==> config.mk <==
export PLATFORM = sky130hd
export DESIGN_NAME = sd_downsize
export DESIGN_NICKNAME = d
export VERILOG_FILES = /design/src/rtl/sd_downsize.sv
export SDC_FILE = /design/constraint.sdc
export NUM_CORES = 1
export LEC_CHECK = 0
export ABC_CLOCK_PERIOD_IN_PS = 1800
export CAP_MARGIN = 20
export CORE_MARGIN = 10
export CORE_UTILIZATION = 44
export DETAILED_ROUTE_END_ITERATION = 10
export GPL_TIMING_DRIVEN = 0
export HOLD_SLACK_MARGIN = 0.1
export PLACE_DENSITY = 0.74
export SLEW_MARGIN = 10
export SYNTH_ARGS = -nofsm -noshare
export SYNTH_HDL_FRONTEND = slang
export SYNTH_SLANG_ARGS = --single-unit
export TNS_END_PERCENT = 100
==> constraint.sdc <==
create_clock -name clk -period 1.8 [get_ports clk]
set_clock_uncertainty 0.2 [all_clocks]
set_input_delay 0.18 -clock clk [delete_from_list [all_inputs] [get_ports clk]]
set_output_delay 0.18 -clock clk [all_outputs]
set_load 0.02 [all_outputs]
==> src/rtl/sd_downsize.sv <==
// Width downsizer for the srdy/drdy closure pipeline: each accepted word is
// emitted as `ratio` narrower beats, with a one-word staging buffer for full throughput.
module sd_downsize #(
  parameter int width     = 16,
  parameter int ratio     = 2,
  parameter bit lsb_first = 1'b1
) (
  input  logic                     clk,
  input  logic                     reset,
  input  logic                     c_srdy,
  output logic                     c_drdy,
  input  logic [width-1:0]         c_data,
  output logic                     p_srdy,
  input  logic                     p_drdy,
  output logic [width/ratio-1:0]   p_data,
  output logic                     p_first,
  output logic                     p_last
);

  localparam int owidth = width / ratio;
  localparam int cw     = (ratio > 2) ? $clog2(ratio) : 1;
  localparam logic [cw-1:0] last_idx = cw'(ratio - 1);

  logic [width-1:0] hold_q, hold_d;
  logic [width-1:0] next_q, next_d;
  logic             hold_valid_q, hold_valid_d;
  logic             next_valid_q, next_valid_d;
  logic [cw-1:0]    cnt_q, cnt_d;
  logic             c_drdy_q, c_drdy_d;

  logic acc, pxf, lastx, hold_free;

  always_comb begin
    acc       = c_srdy & c_drdy_q;
    pxf       = hold_valid_q & p_drdy;
    lastx     = pxf & (cnt_q == last_idx);
    hold_free = !hold_valid_q | lastx;

    // NOTE: every next-state value gets a default first, so no path leaves
    // a signal unassigned and no latch is inferred.
    hold_d       = hold_q;
    next_d       = next_q;
    hold_valid_d = hold_valid_q;
    next_valid_d = next_valid_q;
    cnt_d        = cnt_q;

    if (hold_free) begin
      cnt_d = '0;
      if (next_valid_q) begin
        hold_d       = next_q;
        hold_valid_d = 1'b1;
        if (acc) next_d = c_data;
        else     next_valid_d = 1'b0;
      end else if (acc) begin
        hold_d       = c_data;
        hold_valid_d = 1'b1;
      end else begin
        hold_valid_d = 1'b0;
      end
    end else begin
      if (acc) begin
        next_d       = c_data;
        next_valid_d = 1'b1;
      end
      if (pxf) cnt_d = cnt_q + cw'(1);
    end

    // Ready is registered from the staging buffer's next state, so neither
    // p_drdy nor c_srdy reaches c_drdy combinationally.
    c_drdy_d = !next_valid_d;
  end

  // NOTE: sequential state uses non-blocking assignments only, so every flop
  // samples the same pre-edge values regardless of statement order.
  always_ff @(posedge clk or posedge reset) begin
    if (reset) begin
      hold_valid_q <= 1'b0;
      next_valid_q <= 1'b0;
      cnt_q        <= '0;
      c_drdy_q     <= 1'b0;
    end else begin
      hold_valid_q <= hold_valid_d;
      next_valid_q <= next_valid_d;
      cnt_q        <= cnt_d;
      c_drdy_q     <= c_drdy_d;
    end
  end

  // NOTE: data registers carry no reset; their contents are qualified by the
  // valid flags, so resetting them would only cost reset routing.
  always_ff @(posedge clk) begin
    hold_q <= hold_d;
    next_q <= next_d;
  end

  logic [owidth-1:0] slices [ratio];
  logic [cw-1:0]     sel;

  always_comb begin
    for (int i = 0; i < ratio; i++) slices[i] = hold_q[i*owidth +: owidth];
    sel = lsb_first ? cnt_q : (last_idx - cnt_q);
  end

  assign p_data  = slices[sel];
  assign p_srdy  = hold_valid_q;
  assign c_drdy  = c_drdy_q;
  assign p_first = (cnt_q == '0);
  assign p_last  = (cnt_q == last_idx);

endmodule
---- Yosys cells after proc, flatten, opt, wreduce, memory -nomap -nowiden ----
Cells that the tools add are included.
cells by class
  add/sub/neg operators ................... 1
  multiply operators ...................... 0
  div/mod/pow operators ................... 0
  $lt $le $gt $ge ......................... 1
  equal/unequal tests ..................... 1
  shifts and indexed selects .............. 0
  multiplexer cells ....................... 15
  bitwise operators ....................... 6
  reduce and logical (&&, ||, !) cells .... 5
operator list
  cell                 count
  $mux 16              5
  $mux 8               3
  $mux 1               7
  $reduce_bool 2->1    2
  $and 1x1->1          3
  $ge 2x2->1 const B   1
  $logic_not 1->1      2
  $ne 2x2->1 const B   1
  $not 1->2            1
  $reduce_and 2->1     1
  $add 1x1->1 const B  1
  $not 1->1            1
  $or 1x1->1           1
word-level totals
  flip-flop bits (word level) ............. 36
  latch bits .............................. 0
  memory bits (writable) .................. 0
  memory bits (read-only) ................. 0
  input bits .............................. 20
  output and inout bits ................... 12
  memories ................................ 0

---- Logic depth before layout (Yosys ltp) ----
Gate-level depths: netlist (run 1).
  word-level depth ........................ 5
  gate-level depth with buffers ........... 4

---- Worst setup path after synthesis (run 1) ----
Ideal clock, no wire load.
  path type ............................... register -> register
  from .................................... register hold_valid_q (netlist: p_srdy)
  to ...................................... register hold_q[0] (enable)
  setup time .............................. 0.388 ns
  arrival ................................. 1.349 ns
  required time ........................... 1.212 ns
  path slack .............................. -0.137 ns
  stages on the path, launching flop included .. 3
  path buffers ............................ 0
  cells stage by stage .................... dfrtp_1 a21boi_0 nor2_1
between the ends
  longest elaborated chain between the ends .. 4
  elaborated cells on any way between the ends .. 5
  those cells by class .................... bitwise: 3; reduce/logical: 2
RTL lines
  element                       RTL line  RTL
  start, declared               26        logic hold_valid_q, hold_valid_d;
  start signal, assigned        82        hold_valid_q <= hold_valid_d;
  $and 1x1->1                   35        pxf = hold_valid_q & p_drdy;
  $and 1x1->1                   36        lastx = pxf & (cnt_q == last_idx);
  $or 1x1->1 *                  37        hold_free = !hold_valid_q | lastx;
  $reduce_and 2->1 (no line) *  --
  end signal, assigned          92        hold_q <= hold_d;
  end, declared                 24        logic [width-1:0] hold_q, hold_d;
Mark *: on every way between the ends. The rest lies on a longest branch, timed or not.
A chain may end at the register's enable or synchronous reset.

---- Final worst setup path (run 1) ----
  from .................................... register cnt_q (netlist: p_last)
  to ...................................... output p_data[1]
between the ends
  longest elaborated chain between the ends .. 4
RTL lines
  element                                     RTL line  RTL
  start, declared                             28        logic [cw-1:0] cnt_q, cnt_d;
  start signal, assigned                      84        cnt_q <= cnt_d;
  $not 1->2 (implied by the code)             104       assign p_data = slices[sel];
  $mux 8 (implied by the code) (3 in series)  104
  end, declared                               15        output logic [width/ratio-1:0] p_data,
Every way passes these cells. The select of a mux whose other input is x is not followed.

==> results of run 1 <==
-- worst max-delay path: stages, from the launching register on --
cell	delay, ps
dfrtp_2	430
buf_6	150
mux2_2	340
buf_6	130
-- final timing paths --
kind	end	slack [ps]	start	cells after the start
max	p_data[1]	20	p_last$_DFFE_PP0P_	3
min	next_q[12]$_DFFE_PP_	210	c_data[12]	1
max reg2reg	next_q[5]$_DFFE_PP_	120	p_last$_DFFE_PP0P_	3
min reg2reg	p_last$_DFFE_PP0P_	350	p_srdy$_DFFE_PP0P_	1
max in group asynchronous	p_last$_DFFE_PP0P_	850	reset	3
min in group asynchronous	p_last$_DFFE_PP0P_	380	reset	3
-- per-stage QoR --
stage                     utilization [%]  hold slack (ps)  worst slack [ps]  total power, W
after floorplan                         -             -254              35.5         0.00222
after global placement               56.3              180              -339         0.00268
after detailed placement             56.3              194              -354         0.00272
after CTS                            59.1              204              -102         0.00327
after global routing                 61.2              199             -26.3         0.00358
final                                61.2              211              19.2         0.00342
-- cells in the final DEF, fill, tap and decap left out, types with 2 or more instances in the layout --
| cell type | count |
|---|---|
| clkbuf_4 | 5 |
| buf_6 | 11 |
| clkinv_1 | 2 |
| buf_4 | 5 |
| edfxtp_1 | 32 |
| mux2_2 | 15 |
| mux2_4 | 9 |
| clkdlybuf4s50_1 | 20 |
| dfrtp_1 | 3 |
| inv_1 | 2 |
-- logic make-up after synthesis --
group           Yosys count  synth area share, %
compound gates            6                 3.04
mux                      24                 20.3
buf+inv                   5                 3.13
flops                    36                 71.7
xor+xnor                  1                0.592
simple gates              4                 1.27
-- layout make-up --
type                    count  area [um^2]  share of cell area [%]
inverters                   2         7.51                   0.373
well taps                  46         57.6                    2.86
repair buffers             37          370                    18.4
multi-input cells          35          395                    19.7
flip-flops and latches     36         1060                    52.8
plain buffers               3         42.5                    2.12
clock buffers               5         37.5                    1.87
clock inverters             3         37.5                    1.87
-- state kept, by name, summed over array words and instances (netlist names) --
register	count
next_q	16
next_valid_q	1
p_srdy	1
c_drdy	1
hold_q	16
p_last	1
-- power groups by stage --
stage	clock network, W	registers [W]	logic [W]
floorplan	0	0.00136	0.000859
global placement	0	0.00134	0.00134
detailed placement	0	0.00136	0.00137
CTS	0.000557	0.00134	0.00137
global route	0.000587	0.00137	0.00163
finish	0.000552	0.00135	0.00153
-- routing by layer --
layer / part of all wire (%) / track usage [%] / vias to the layer above
li1: - / - / 380
met5: 0 / 0 / -
met2: 51 / 15.2 / 22
met1: 42 / 11.1 / 401
met4: 2.5 / 6.99 / 0
met3: 4.4 / 2.76 / 8
-- what timing repair did --
item                                    4_1_cts  5_1_grt
hold buffers                                  1        0
cloned                                        1        0
endpoints found under the hold margin         4        0
resized for setup                            40       21
buffers inserted                              2        2
endpoints found under the setup margin       41       25
==> results.cfg, run 1 <==
[run_status]
status = finished clean

[setup_path]
worstSetupStartpointType = flip-flop
end_kind = output pin
critPathMaxFanout = 5
cp_data_required_time_ps = 1420
worstPathArrival_ps = 1400
crit_type = flip-flop to output pin

[power_and_ir_drop]
p_seq_share_pct = 39.3
power_switching_w = 0.00107
p_int_w = 0.00235
p_leak_nw = 0.757
combPwrFrac_pct = 44.6
clockPowerShare_pct = 16.1
netSwitchingFraction_pct = 31.2
irDropWorstVdd_uv = 666
powerDensity_nw_per_um2 = 1700

[sta]
max_freq_mhz = 562
hold_viol = 0
finalSetupTns_ps = 0
tightest_slew_ps = 475
fin_crit_ps = 1780
maxSlewHeadroom_pct = 68.2
setup_viol = 0
finalMaxSlewViolations = 0
min_period_over_period_pct = 98.9
rsz0062_at_grt = true

[clocking]
h-tree-depth = 2
ctsRootBufferMaster = clkbuf_4
clockBufferDepth = 2
cts_made_buffers = 5
tritoncts = done
clkSinkCount = 36
clk_pin_slew_worst_paths_ps = 100
clk_latency_ps = 340

[floorplan]
coreArea_um2 = 3280
start_util_pct = 45.1
ioPinCount = 32
die_w_um = 78
die_h_um = 78
dieArea_um2 = 6080
floorplan.rows = 21

[place]
dp_cells = 153
hpwl_um = 1840
numPortBuffers = 31
place_congestion = 0.747
placed_cell_area_um2 = 1850

[routing]
dr.pass1.iters = 4
postRouteAntennaNets = 0
wl_um = 2870
drt-vias-per-instance = 4.86
drt_iter0_drc = 83
wire_per_inst_um = 17.2
drc = 0
vias = 811

[cells_and_area]
final_layout_size_suffix_gt1_share_pct = 43.0
antenna_cells = 0
nNetsFinal = 140
final_area_um2 = 2010
fin_cells = 167
num-fill-cells = 249
area_delta_synth_final_pct = 35.8

[synthesis]
ys_types = 19
yosysMostFrequentCell = edfxtp_1
synth_edf_count = 32
async_flop_share_pct = 11.1
synth.avg_cell_area_um2 = 19.5
synthFlopType = edfxtp_1
synth_top_area_share_pct = 64.9
synth_area_um2 = 1480
ys_ff_latch = 36
yosysWarningCount = 0
synth_area_leaders = edfxtp_1, mux2_2, mux2_4
synth_top_area_cell = edfxtp_1
synth_nets = 96
netlist_instances = 76
ys_seq_area_share_pct = 71.7
synth.top_cells.by_count = edfxtp_1, mux2_2, mux2_4, dfrtp_1, inv_1

[grt]
track_usage_pct = 9.69
antenna_found_initial = 0
grt_max_degree = 17
grt_pass1_vias = 843
grt_pass1_wl_um = 4470
grt_overflow = 0

[job]
cap_viol_max_count = 0

[min_path]
min_path_type = primary input to flip-flop
(Power assumes the default switching activity.)
==> run 2: changes to the inputs <==
ABC_CLOCK_PERIOD_IN_PS = 2300   (was 1800)
CORE_UTILIZATION = 49   (was 44)
PLACE_DENSITY = default   (was 0.74)
PLACE_DENSITY_LB_ADDON = 0.25   (was default)
clock period = 2.3 ns   (was 1.8 ns; I/O delays follow)
==> run 2 against run 1 <==
Effect of this change:
- die area decreased by 7.6%
- count of clock-buffer cells in the layout rose by 1
- combinational power shrank 33%
- wire length shrank 12%
- non-clock buffer count is 4 lower
- critical path type unchanged
- total power is 31% lower
- sequential power down 23%
- critical endpoint unchanged
- sequential cell count unchanged
- register-to-register slack improved by 330 ps
- sequential share of layout area is 2.6 points higher
- largest cell class unchanged
- first-iteration DRC count down 45%
- worst setup slack better by 230 ps
==> results.cfg, run 2 (synthesized netlist as in run 1, its figures left out) <==
[setup_path]
r2r_cells = 4
path_delay_family = buffers and inverters
end_kind = output pin
crit_type = flip-flop to output pin
r2r_end = hold_q[14]$_DFFE_PP_
timing.rr.start = next_valid_q$_DFF_PP0_
worstSetupStartpointType = flip-flop
r2r_slack_ps = 450
cp_data_required_time_ps = 1870
crit_cells = 3
critPathMaxFanout = 10
cp_slowest_cell = dfrtp_1
cp_num_buf_inv = 2
cpPeakStageDelay_ps = 390
startpoint = p_last$_DFFE_PP0P_
worstPathArrival_ps = 1620
cp_cell_sequence = buf_4 -> mux2_2 -> dlygate4sd2_1

[routing]
wire_per_inst_um = 17.2
dr.pass1.iters = 4
drt_iter0_drc = 46
drc = 0
postRouteAntennaNets = 0
drt-vias-per-instance = 5.22
vias = 767
wl_um = 2520

[clocking]
ctsRootBufferMaster = clkbuf_4
h-tree-depth = 2
clkSinkCount = 36
post-cts-setup-buffer-count = 0
clk_pin_slew_worst_paths_ps = 100
clockBufferDepth = 2
tritoncts = done
cts_made_buffers = 5
clk_latency_ps = 320

[cells_and_area]
reg.largest.list = hold_q (16), next_q (16)
multi_input_area_um2 = 373
fin_cells = 147
seq_area_um2 = 1060
area_delta_synth_final_pct = 29.2
mostFrequentLayoutCells = edfxtp_1, clkdlybuf4s50_1, mux2_2
final_area_um2 = 1910
nNetsFinal = 136
final_common_cell = edfxtp_1
final_layout_size_suffix_gt1_share_pct = 30.2
num-fill-cells = 194
antenna_cells = 0

[sta]
fin_crit_ps = 2050
max_freq_mhz = 488
maxSlewHeadroom_pct = 55.5
finalMaxSlewViolations = 0
tightest_slew_ps = 665
rsz0062_at_grt = false
hold_viol = 0
setup_viol = 0
finalWorstSetupSlack_ps = 251
min_period_over_period_pct = 89.1

[power_and_ir_drop]
irDropWorstVdd_uv = 664
p_leak_nw = 0.762
power.total_w = 0.00237
powerDensity_nw_per_um2 = 1240

[min_path]
min_to = next_q[2]$_DFFE_PP_
min_path_type = primary input to flip-flop
holdPathStages = 1
hold_start = c_data[2]

[grt]
track_usage_pct = 10.3
globalRouteMet2Util_pct = 17.0
grt_pass1_wl_um = 4240
met3_usage_pct = 3.94
met1_usage_pct = 11.0
grt-busiest-layer = met2
grt_pass1_vias = 866
antenna_found_initial = 0
grt_overflow = 0
grt_max_degree = 17

[floorplan]
dieArea_um2 = 5620
start_util_pct = 52.3
ioPinCount = 32
die_w_um = 75.0
die_h_um = 75.0
coreArea_um2 = 2830
floorplan.rows = 19

[place]
place_congestion = 0.657
place_ws_ps = 135
numPortBuffers = 31
placed_cell_area_um2 = 1840
dp_cells = 139

[run_status]
status = finished clean

[job]
cap_viol_max_count = 0
## run 2: worst max path at each step
stage | end | slack (ps)
floorplan | hold_q[0]$_DFFE_PP_ | 360
global placement | hold_q[0]$_DFFE_PP_ | -180
detailed placement | hold_q[0]$_DFFE_PP_ | 130
CTS | p_data[4] | 10
global route | p_data[1] | 160
finish | p_data[1] | 250
## run 2: power breakdown
group | switching, W | leakage [nW] | internal [W]
clock | 0.000183 | 0.0281 | 0.000112
sequential | 0.0000602 | 0.343 | 0.000979
combinational | 0.000489 | 0.391 | 0.000545
## run 2: timing repair
action,4_1_cts,5_1_grt
hold endpoints to repair,4,0
resized for setup,1,7
hold buffers,1,0
endpoints found under the setup margin,1,7
cloned,0,0
## run 2: cell type report
class / instances / share of cell area (%)
clock inverters: 1 / 0.262
multi-input cells: 35 / 19.5
well taps: 31 / 2.03
flip-flops and latches: 36 / 55.5
repair buffers: 33 / 18.2
plain buffers: 3 / 2.03
inverters: 2 / 0.392
clock buffers: 6 / 2.16
## run 2: metal layers
metal	vias to the layer above	wire (um)
li1	372	-
met1	372	1030
met2	18	1310
met3	5	140
met4	0	46
met5	-	0
## run 2: worst register-to-register path, delay by kind of cell (launching register included)
kind	cells	cell delay, ps
compound gates	1	90
buf+inv	2	400
flops	1	350
simple gates	1	530
## run 2: through the flow
step           TNS (ps)  hold WS (ps)  utilization [%]
2_1_floorplan         0          -204                -
3_3_place_gp      -2810           223             64.7
4_1_cts               0           265             67.0
6_report              0           278             67.6
3_5_place_dp          0           231             65.1
5_1_grt               0           271             67.6
